### src/rtl/calc_pkg.sv
// calc_pkg: shared opcodes, FSM state encoding and digit width for the calculator engine
package calc_pkg;
  localparam int DIG = 4;
  localparam logic [1:0] OP_ADD = 2'b00;
  localparam logic [1:0] OP_MUL = 2'b01;
  localparam logic [1:0] OP_SUB = 2'b10;
  typedef enum logic [1:0] {ENTER_A, OP_PEND, ENTER_B, RESULT} state_t;
endpackage

### src/rtl/calc_alu.sv
// calc_alu: combinational unsigned add/mul/sub mod 2^WIDTH with overflow (carry/borrow/high product bits); ports a,b,op in, y,ovf out
module calc_alu import calc_pkg::*; #(
  parameter int WIDTH = 16
) (
  input  logic [WIDTH-1:0] a,
  input  logic [WIDTH-1:0] b,
  input  logic [1:0]       op,
  output logic [WIDTH-1:0] y,
  output logic             ovf
);
  logic [WIDTH:0]     sum;
  logic [2*WIDTH-1:0] prod;
  always_comb begin
    sum  = {1'b0, a} + {1'b0, b};
    prod = a * b;
    y    = op == OP_MUL ? prod[WIDTH-1:0] : op == OP_SUB ? a - b : sum[WIDTH-1:0];
    ovf  = op == OP_MUL ? |prod[2*WIDTH-1:WIDTH] : op == OP_SUB ? a < b : sum[WIDTH];
  end
endmodule

### src/rtl/calc_engine.sv
// calc_engine: keypad-driven hex calculator controller; builds operands, chains binary ops, drives display
// in: clk, rst_n (sync, active-low), newhex/hexcode, newop/opcode, eq, BS; out: display, ovf, pending
// CALC_REPEAT_EQ_EN: eq in RESULT repeats the last operation with the last right operand
module calc_engine import calc_pkg::*; #(
  parameter int WIDTH = 16
) (
  input  logic             clk,
  input  logic             rst_n,
  input  logic             newhex,
  input  logic [3:0]       hexcode,
  input  logic             newop,
  input  logic [1:0]       opcode,
  input  logic             eq,
  input  logic             BS,
  output logic [WIDTH-1:0] display,
  output logic             ovf,
  output logic             pending
);
  state_t state, state_n;
  logic [WIDTH-1:0] cur, cur_n, acc, acc_n, res, res_n, app, hexw, alu_a, alu_b, alu_y;
  logic [1:0] op, op_n;
  logic ovf_n, alu_ovf;
`ifdef CALC_REPEAT_EQ_EN
  logic [WIDTH-1:0] lastb, lastb_n;
  // once a result is shown, the ALU replays res op lastb for repeated equals
  assign alu_a = state == RESULT ? res : acc;
  assign alu_b = state == RESULT ? lastb : cur;
`else
  assign alu_a = acc;
  assign alu_b = cur;
`endif
  assign hexw = {{(WIDTH-DIG){1'b0}}, hexcode};
  // a full operand silently drops further digits
  assign app = cur[WIDTH-1:WIDTH-DIG] == '0 ? {cur[WIDTH-DIG-1:0], hexcode} : cur;
  calc_alu #(.WIDTH(WIDTH)) u_alu (.a(alu_a), .b(alu_b), .op(op), .y(alu_y), .ovf(alu_ovf));
  always_comb begin
    state_n = state;
    cur_n   = cur;
    acc_n   = acc;
    res_n   = res;
    op_n    = op;
    ovf_n   = ovf;
`ifdef CALC_REPEAT_EQ_EN
    lastb_n = lastb;
`endif
    if (eq) begin
      if (state == ENTER_B) begin
        res_n   = alu_y;
        ovf_n   = alu_ovf;
        state_n = RESULT;
`ifdef CALC_REPEAT_EQ_EN
        lastb_n = cur;
`endif
      end
`ifdef CALC_REPEAT_EQ_EN
      else if (state == RESULT) begin
        res_n = alu_y;
        ovf_n = alu_ovf;
      end
`endif
    end else if (BS) begin
      case (state)
        OP_PEND: begin cur_n = acc; state_n = ENTER_A; end
        RESULT:  begin cur_n = res >> DIG; ovf_n = 1'b0; state_n = ENTER_A; end
        default: cur_n = cur >> DIG;
      endcase
    end else if (newhex) begin
      case (state)
        OP_PEND: begin cur_n = hexw; state_n = ENTER_B; end
        RESULT:  begin cur_n = hexw; ovf_n = 1'b0; state_n = ENTER_A; end
        default: cur_n = app;
      endcase
    end else if (newop) begin
      op_n    = opcode;
      state_n = OP_PEND;
      case (state)
        ENTER_A: acc_n = cur;
        ENTER_B: begin acc_n = alu_y; ovf_n = alu_ovf; end
        RESULT:  acc_n = res;
        default: ;
      endcase
    end
  end
  always_ff @(posedge clk)
    if (!rst_n) begin
      state   <= ENTER_A;
      cur     <= '0;
      acc     <= '0;
      res     <= '0;
      op      <= OP_ADD;
      ovf     <= 1'b0;
      display <= '0;
      pending <= 1'b0;
`ifdef CALC_REPEAT_EQ_EN
      lastb   <= '0;
`endif
    end else begin
      state   <= state_n;
      cur     <= cur_n;
      acc     <= acc_n;
      res     <= res_n;
      op      <= op_n;
      ovf     <= ovf_n;
      display <= state_n == OP_PEND ? acc_n : state_n == RESULT ? res_n : cur_n;
      pending <= state_n == OP_PEND || state_n == ENTER_B;
`ifdef CALC_REPEAT_EQ_EN
      lastb   <= lastb_n;
`endif
    end
endmodule
### config.mk
export PLATFORM = sky130hd
export DESIGN_NAME = calc_engine
export DESIGN_NICKNAME = d
export VERILOG_FILES = /design/src/rtl/calc_pkg.sv /design/src/rtl/calc_alu.sv /design/src/rtl/calc_engine.sv
export SDC_FILE = /design/constraint.sdc
export NUM_CORES = 1
export LEC_CHECK = 0
export ABC_AREA = 1
export CORE_MARGIN = 4
export CORE_UTILIZATION = 42
export CTS_CLUSTER_DIAMETER = 120
export DETAILED_ROUTE_END_ITERATION = 10
export GPL_ROUTABILITY_DRIVEN = 1
export HOLD_SLACK_MARGIN = 0.06
export PLACE_DENSITY = 0.67
export SYNTH_ARGS = -nofsm -noshare
export SYNTH_HDL_FRONTEND = slang
export SYNTH_SLANG_ARGS = --single-unit
### constraint.sdc
create_clock -name clk -period 14.5 [get_ports clk]
set_input_delay 4.35 -clock clk [delete_from_list [all_inputs] [get_ports clk]]
set_output_delay 4.35 -clock clk [all_outputs]
set_load 0.02 [all_outputs]
==> out/summary.txt, run 1 <==
minimum clock period: 7610 ps
Fin. Hold Viols: 0
Worst Clk Skew: 6.82 ps
Synth Area in Compound Gates: 0.0958
Fillers: 3,451
most frequent cells in the layout: 619 x nand2_1, 478 x inv_1, 196 x fa_1, 143 x ha_1, 108 x nor2_1
Overall Global Routing Usage: 0.234
CTS tree: built
post-route cell area: 15,400 µm²
Final #Nets: 2,437
CTS Buffer Depth: 2
WL final: 44,800 µm
Vias: 13,300
R2R Setup Slk: 7540 ps
mean post-synth cell area: 6.81 µm²
vias in the first global route: 13,433
Cell Rows: 67
post-synth net total: 2,478
post-synth cell types: 54
router iterations before antenna repair: 6
status: completed
Async S/R FF share, synth: 0
TNS Setup: 0 ps
GP Congestion: 0.938
Mapped Cells: 2,127
routed wire length per instance: 17.6 µm
Layout Cells excl Fill: 2,539
CP Class: input pin to flip-flop
antenna violations before repair: 0
Worst Setup SP: BS
Tightest Pin Transition: 1110 ps
cts repair resizes: 0
Placed Cells: 2,523
Post-DP HPWL: 35,100 µm
multi-input logic area: 10,800 µm²
Post-Synth XOR/XNOR Area: 0.00605
worst r2r path cells: 24
WHS Path Cells: 2
hold crit path type: flip-flop to flip-flop
Placed Area: 15,100 µm²
number of flops mapped to enable cells by yosys: 0
critical path endpoint: display[15]
first-pass GRT wire length: 71,500 µm
Hold Buf Count CTS: 0
Slew Viols, Final: 0
mux share of post-synthesis cell area: 0.000691
post-route ant nets: 0
Achievable Freq: 131 MHz
share of cells above drive strength 1: 0.0387
CTS H-tree lvls: 3
worst path arrival time: 7880 ps
post-synthesis adder-cell area fraction: 0.395
Reg clk slew, reported paths: 60 ps
Initial Utilization: 0.429
Mapped Area: 14,500 µm²
Critical R2R Launch: acc[10]
die area: 37,500 µm²
ys flop type: dfxtp_1
grt ovf: 0
max_slew headroom: 0.255
final critical-path share of the clock period: 0.525
Seq. cell area: 1400 µm²
register area share after synthesis: 0.0968
DR vias/cell: 5.24
cell leakage power: 8.22 nW
Setup Fix Bufs, Post-CTS: 0
critical path peak fanout: 13
Die Y: 194 µm
initial detailed-routing violation count: 1,037
Cell Pwr Density: 46.7 nW/µm²
CP Data Required Time: 14,780 ps
DRC: 0
root buf cell: clkbuf_16
IO Port Bufs: 29
largest family of logic cells by synthesized area: adder cells
Worst-Skew Late Latency: 340 ps
Antenna Cells: 0
reg-to-reg endpoint: ovf
post-layout util: 0.456
commonest non-fill, non-tap cell in the layout: nand2_1
Peak supply drop: 0.0632 mV
RSZ-0062 raised after global routing: false
synth-to-layout area growth: 6.36%
Final setup viols: 0
IO Pins: 30
yosys warns: 0
core area: 33,800 µm²
max_cap viols: 0
FF+latch count, synth: 70
CTS Sinks: 70
Worst setup EP type: flip-flop
crit path launch type: input pin
largest net degree at the start of global routing: 42
simple-gate portion of the synthesized area: 0.249
Die Wd: 194 µm
CTS buffer count: 9
per-stage QoR:
step	total power (W)	worst slack, ps	hold slack [ps]
global route	0.000750	6670	534
global placement	0.000455	6810	466
detailed placement	0.000456	6700	483
CTS	0.000714	7030	492
finish	0.000719	6890	494
floorplan	0.000375	8230	449
where the power goes:
part / switching [W] / total, W / leakage, nW / internal, W
Sequential: 0.0000241 / 0.000229 / 0.571 / 0.000205
Combinational: 0.000155 / 0.000230 / 7.49 / 0.0000743
Clock: 0.0000912 / 0.000260 / 0.162 / 0.000169
Total: 0.000270 / 0.000719 / 8.22 / 0.000448
flip-flops by register name, indices dropped and copies added (netlist names):
name,flops
res,16
alu_b,16
op,2
acc,16
display,16
ovf,1
state,2
pending,1
final cells by class:
type                            count  area share
Clock buffer                        9      0.0146
Clock inverter                      7     0.00796
Inverter                          495       0.121
Multi-Input combinational cell   1463       0.702
Sequential cell                    70      0.0910
Tap cell                          448      0.0364
Timing Repair Buffer               47      0.0276
routing by layer:
metal / share of wire / vias up / wire [µm] / GRT usage
met5: 0 / - / 0 / 0
met4: 0.032 / 0 / 1440 / 0.0742
met3: 0.076 / 108 / 3420 / 0.0353
met2: 0.47 / 549 / 21100 / 0.397
met1: 0.42 / 6309 / 18900 / 0.311
li1: - / 6334 / - / -
cell families (layout without fill, tap and decap cells):
group	count (synthesis)	after routing
xor gates and xnor gates	10	10
adders and majority gates	339	339
DFF	70	70
and+or+nand+nor	885	885
muxes	1	1
buffers and inverters	594	558
AOI/OAI and AO/OA	228	228
worst min-delay path by stage:
| stage | to | start | slack, ps |
|---|---|---|---|
| 4_1_cts | res[8] | res[8] | 490 |
| 5_1_grt | op[1] | op[1] | 530 |
| 3_3_place_gp | op[1] | op[1] | 470 |
| 3_5_place_dp | res[8] | res[8] | 480 |
| 6_report | op[1] | op[1] | 490 |
| 2_1_floorplan | op[1] | op[1] | 450 |
cells in the mapped netlist, types with 4 or more instances:
library cell    n  area [µm²]
a31oi_1         4        25.0
nand3_1       103         515
a22oi_1         4        30.0
clkbuf_1       70         263
o311ai_1        4        35.0
o2111ai_1       4        35.0
o21ai_0        53         265
nand2_2         4        25.0
o221ai_1        4        35.0
nor2_1        108         405
xor2_1          4        35.0
a211oi_1        6        45.0
nor2_2          6        37.5
ha_1          143        1790
nand2_1       619        2320
o21bai_1        9        67.6
buf_2          21         105
inv_1         478        1790
xnor2_1         6        52.6
o211ai_1        5        37.5
nand4_1        12        75.1
a21oi_2         4        35.0
a21o_1          6        45.0
o21ai_1        26         130
dfxtp_1        70        1400
a21oi_1        74         370
o21a_1          4        30.0
nor3_1         12        60.1
fa_1          196        3920
inv_2          16        60.1
a221oi_1       10        87.6
buf_1           5        18.8
worst max-delay path, cell delays in order:
cell	delay (ps)
clkdlybuf4s50_1	690
inv_1	120
a21oi_1	190
inv_1	250
o21ai_0	310
inv_1	100
ha_1	410
nor2_1	930
inv_1	210
a21oi_1	170
nand2_1	70
nand2_1	60
Note: power is estimated with default switching activity, not from simulation.
==> run 2: changes to the inputs <==
clock period = 7.8 ns   (was 14.5 ns; I/O delays follow)
==> out/summary.txt, run 2 (synthesis results as in run 1) <==
CTS Sinks: 70
Cell Rows: 67
Worst Clk Skew: 7.32 ps
Hold Buf Count CTS: 0
GP Congestion: 0.936
RSZ-0062 raised after global routing: false
Worst-Skew Late Latency: 340 ps
routed wire length per instance: 18.0 µm
DRC: 0
die area: 37,500 µm²
Die Wd: 194 µm
worst r2r path cells: 22
CTS tree: built
max_slew headroom: 0.161
critical path endpoint: display[13]
CP Data Required Time: 8090 ps
core area: 33,800 µm²
cts repair resizes: 0
Critical R2R Launch: acc[11]
Antenna Cells: 0
CP Class: flip-flop to flip-flop
first-pass GRT wire length: 72,700 µm
DR vias/cell: 5.27
Setup Fix Bufs, Post-CTS: 0
TNS Setup: 0 ps
Reg clk slew, reported paths: 60 ps
crit path launch type: flip-flop
most frequent cells in the layout: 619 x nand2_1, 478 x inv_1, 196 x fa_1, 143 x ha_1, 108 x nor2_1
largest net degree at the start of global routing: 41
hold crit path type: flip-flop to flip-flop
post-route ant nets: 0
Vias: 13,393
vias in the first global route: 13,559
Overall Global Routing Usage: 0.241
Final setup viols: 0
Fin. Hold Viols: 0
Achievable Freq: 145 MHz
Peak supply drop: 0.145 mV
Slew Viols, Final: 0
router iterations before antenna repair: 6
worst path arrival time: 7180 ps
post-route cell area: 15,400 µm²
Cell Pwr Density: 85.6 nW/µm²
Worst Setup SP: acc[11]
root buf cell: clkbuf_16
final critical-path share of the clock period: 0.883
Placed Area: 15,100 µm²
Initial Utilization: 0.429
Fillers: 3,448
IO Pins: 30
Worst setup EP type: flip-flop
multi-input logic area: 10,800 µm²
max_cap viols: 0
commonest non-fill, non-tap cell in the layout: nand2_1
reg-to-reg endpoint: display[13]
CTS Buffer Depth: 2
critical path peak fanout: 19
Final #Nets: 2,439
grt ovf: 0
synth-to-layout area growth: 6.37%
Tightest Pin Transition: 1250 ps
Die Y: 194 µm
WL final: 45,800 µm
CTS H-tree lvls: 3
share of cells above drive strength 1: 0.0397
initial detailed-routing violation count: 1,171
R2R Setup Slk: 910 ps
Seq. cell area: 1400 µm²
CTS buffer count: 9
IO Port Bufs: 29
status: completed
minimum clock period: 6890 ps
cell leakage power: 8.23 nW
antenna violations before repair: 0
Post-DP HPWL: 36,800 µm
run 2: cell count changes in the layout (fill, tap and decap cells not counted):
| cell | change |
|---|---|
| bufinv_16 | -1 |
| clkinv_4 | -1 |
| clkinv_2 | +1 |
| clkbuf_8 | +2 |
| buf_4 | +2 |
| clkinvlp_4 | -1 |
run 2: layer usage:
metal  part of all wire  vias to the layer above  routed length [µm]  global-route usage
li1                   -                     6337                   -                   -
met5                  0                        -                   0                   0
met2               0.45                      556               20800               0.393
met3              0.079                      129                3620              0.0387
met4              0.040                        0                1810              0.0837
met1               0.43                     6371               19600               0.327
run 2: worst max-delay path, cell delays in order (launching register included):
cell and delay, ps:
dfxtp_1 940, nand2_1 180, fa_1 550, fa_1 550
inv_1 60, fa_1 510, fa_1 510, fa_1 490
inv_1 50, fa_1 470, inv_1 40, ha_1 330
nand2_1 200, inv_2 40, a21oi_1 280, nand3_1 280
o21ai_0 790, nand2_1 110, nand2_1 90, nand2_1 90
o21bai_1 160, nand2_1 70, inv_1 50
run 2: how the worst min path moves through the flow:
stage / slack [ps] / depth (start not counted) / to / start
2_1_floorplan: 450 / 2 / op[1] / op[1]
3_3_place_gp: 460 / 2 / op[1] / op[1]
3_5_place_dp: 470 / 2 / op[1] / op[1]
4_1_cts: 480 / 2 / op[1] / op[1]
5_1_grt: 510 / 2 / op[1] / op[1]
6_report: 470 / 2 / op[1] / op[1]
run 2: cell type report:
class                           instances  area share
Clock buffer                           11      0.0164
Clock inverter                          5     0.00528
Inverter                              495       0.121
Multi-Input combinational cell       1463       0.702
Sequential cell                        70      0.0910
Tap cell                              448      0.0364
Timing Repair Buffer                   49      0.0286
run 2: stage by stage:
stage          hold slack, ps  power, W  worst slack (ps)  utilization  instances
6_report                  474   0.00132               909        0.456       2541
5_1_grt                   506   0.00138               672        0.456       2541
4_1_cts                   476   0.00131              1020        0.456       2541
3_5_place_dp              466  0.000849              1030        0.446       2525
3_3_place_gp              460  0.000845              1050        0.446       2525
2_1_floorplan             449  0.000698              2090            -       2127
run 2: power by group:
group	internal (W)	switching, W	leakage, nW
Clock	0.000298	0.000166	0.162
Sequential	0.000381	0.0000527	0.571
Combinational	0.000138	0.000282	7.50
Total	0.000817	0.000501	8.23
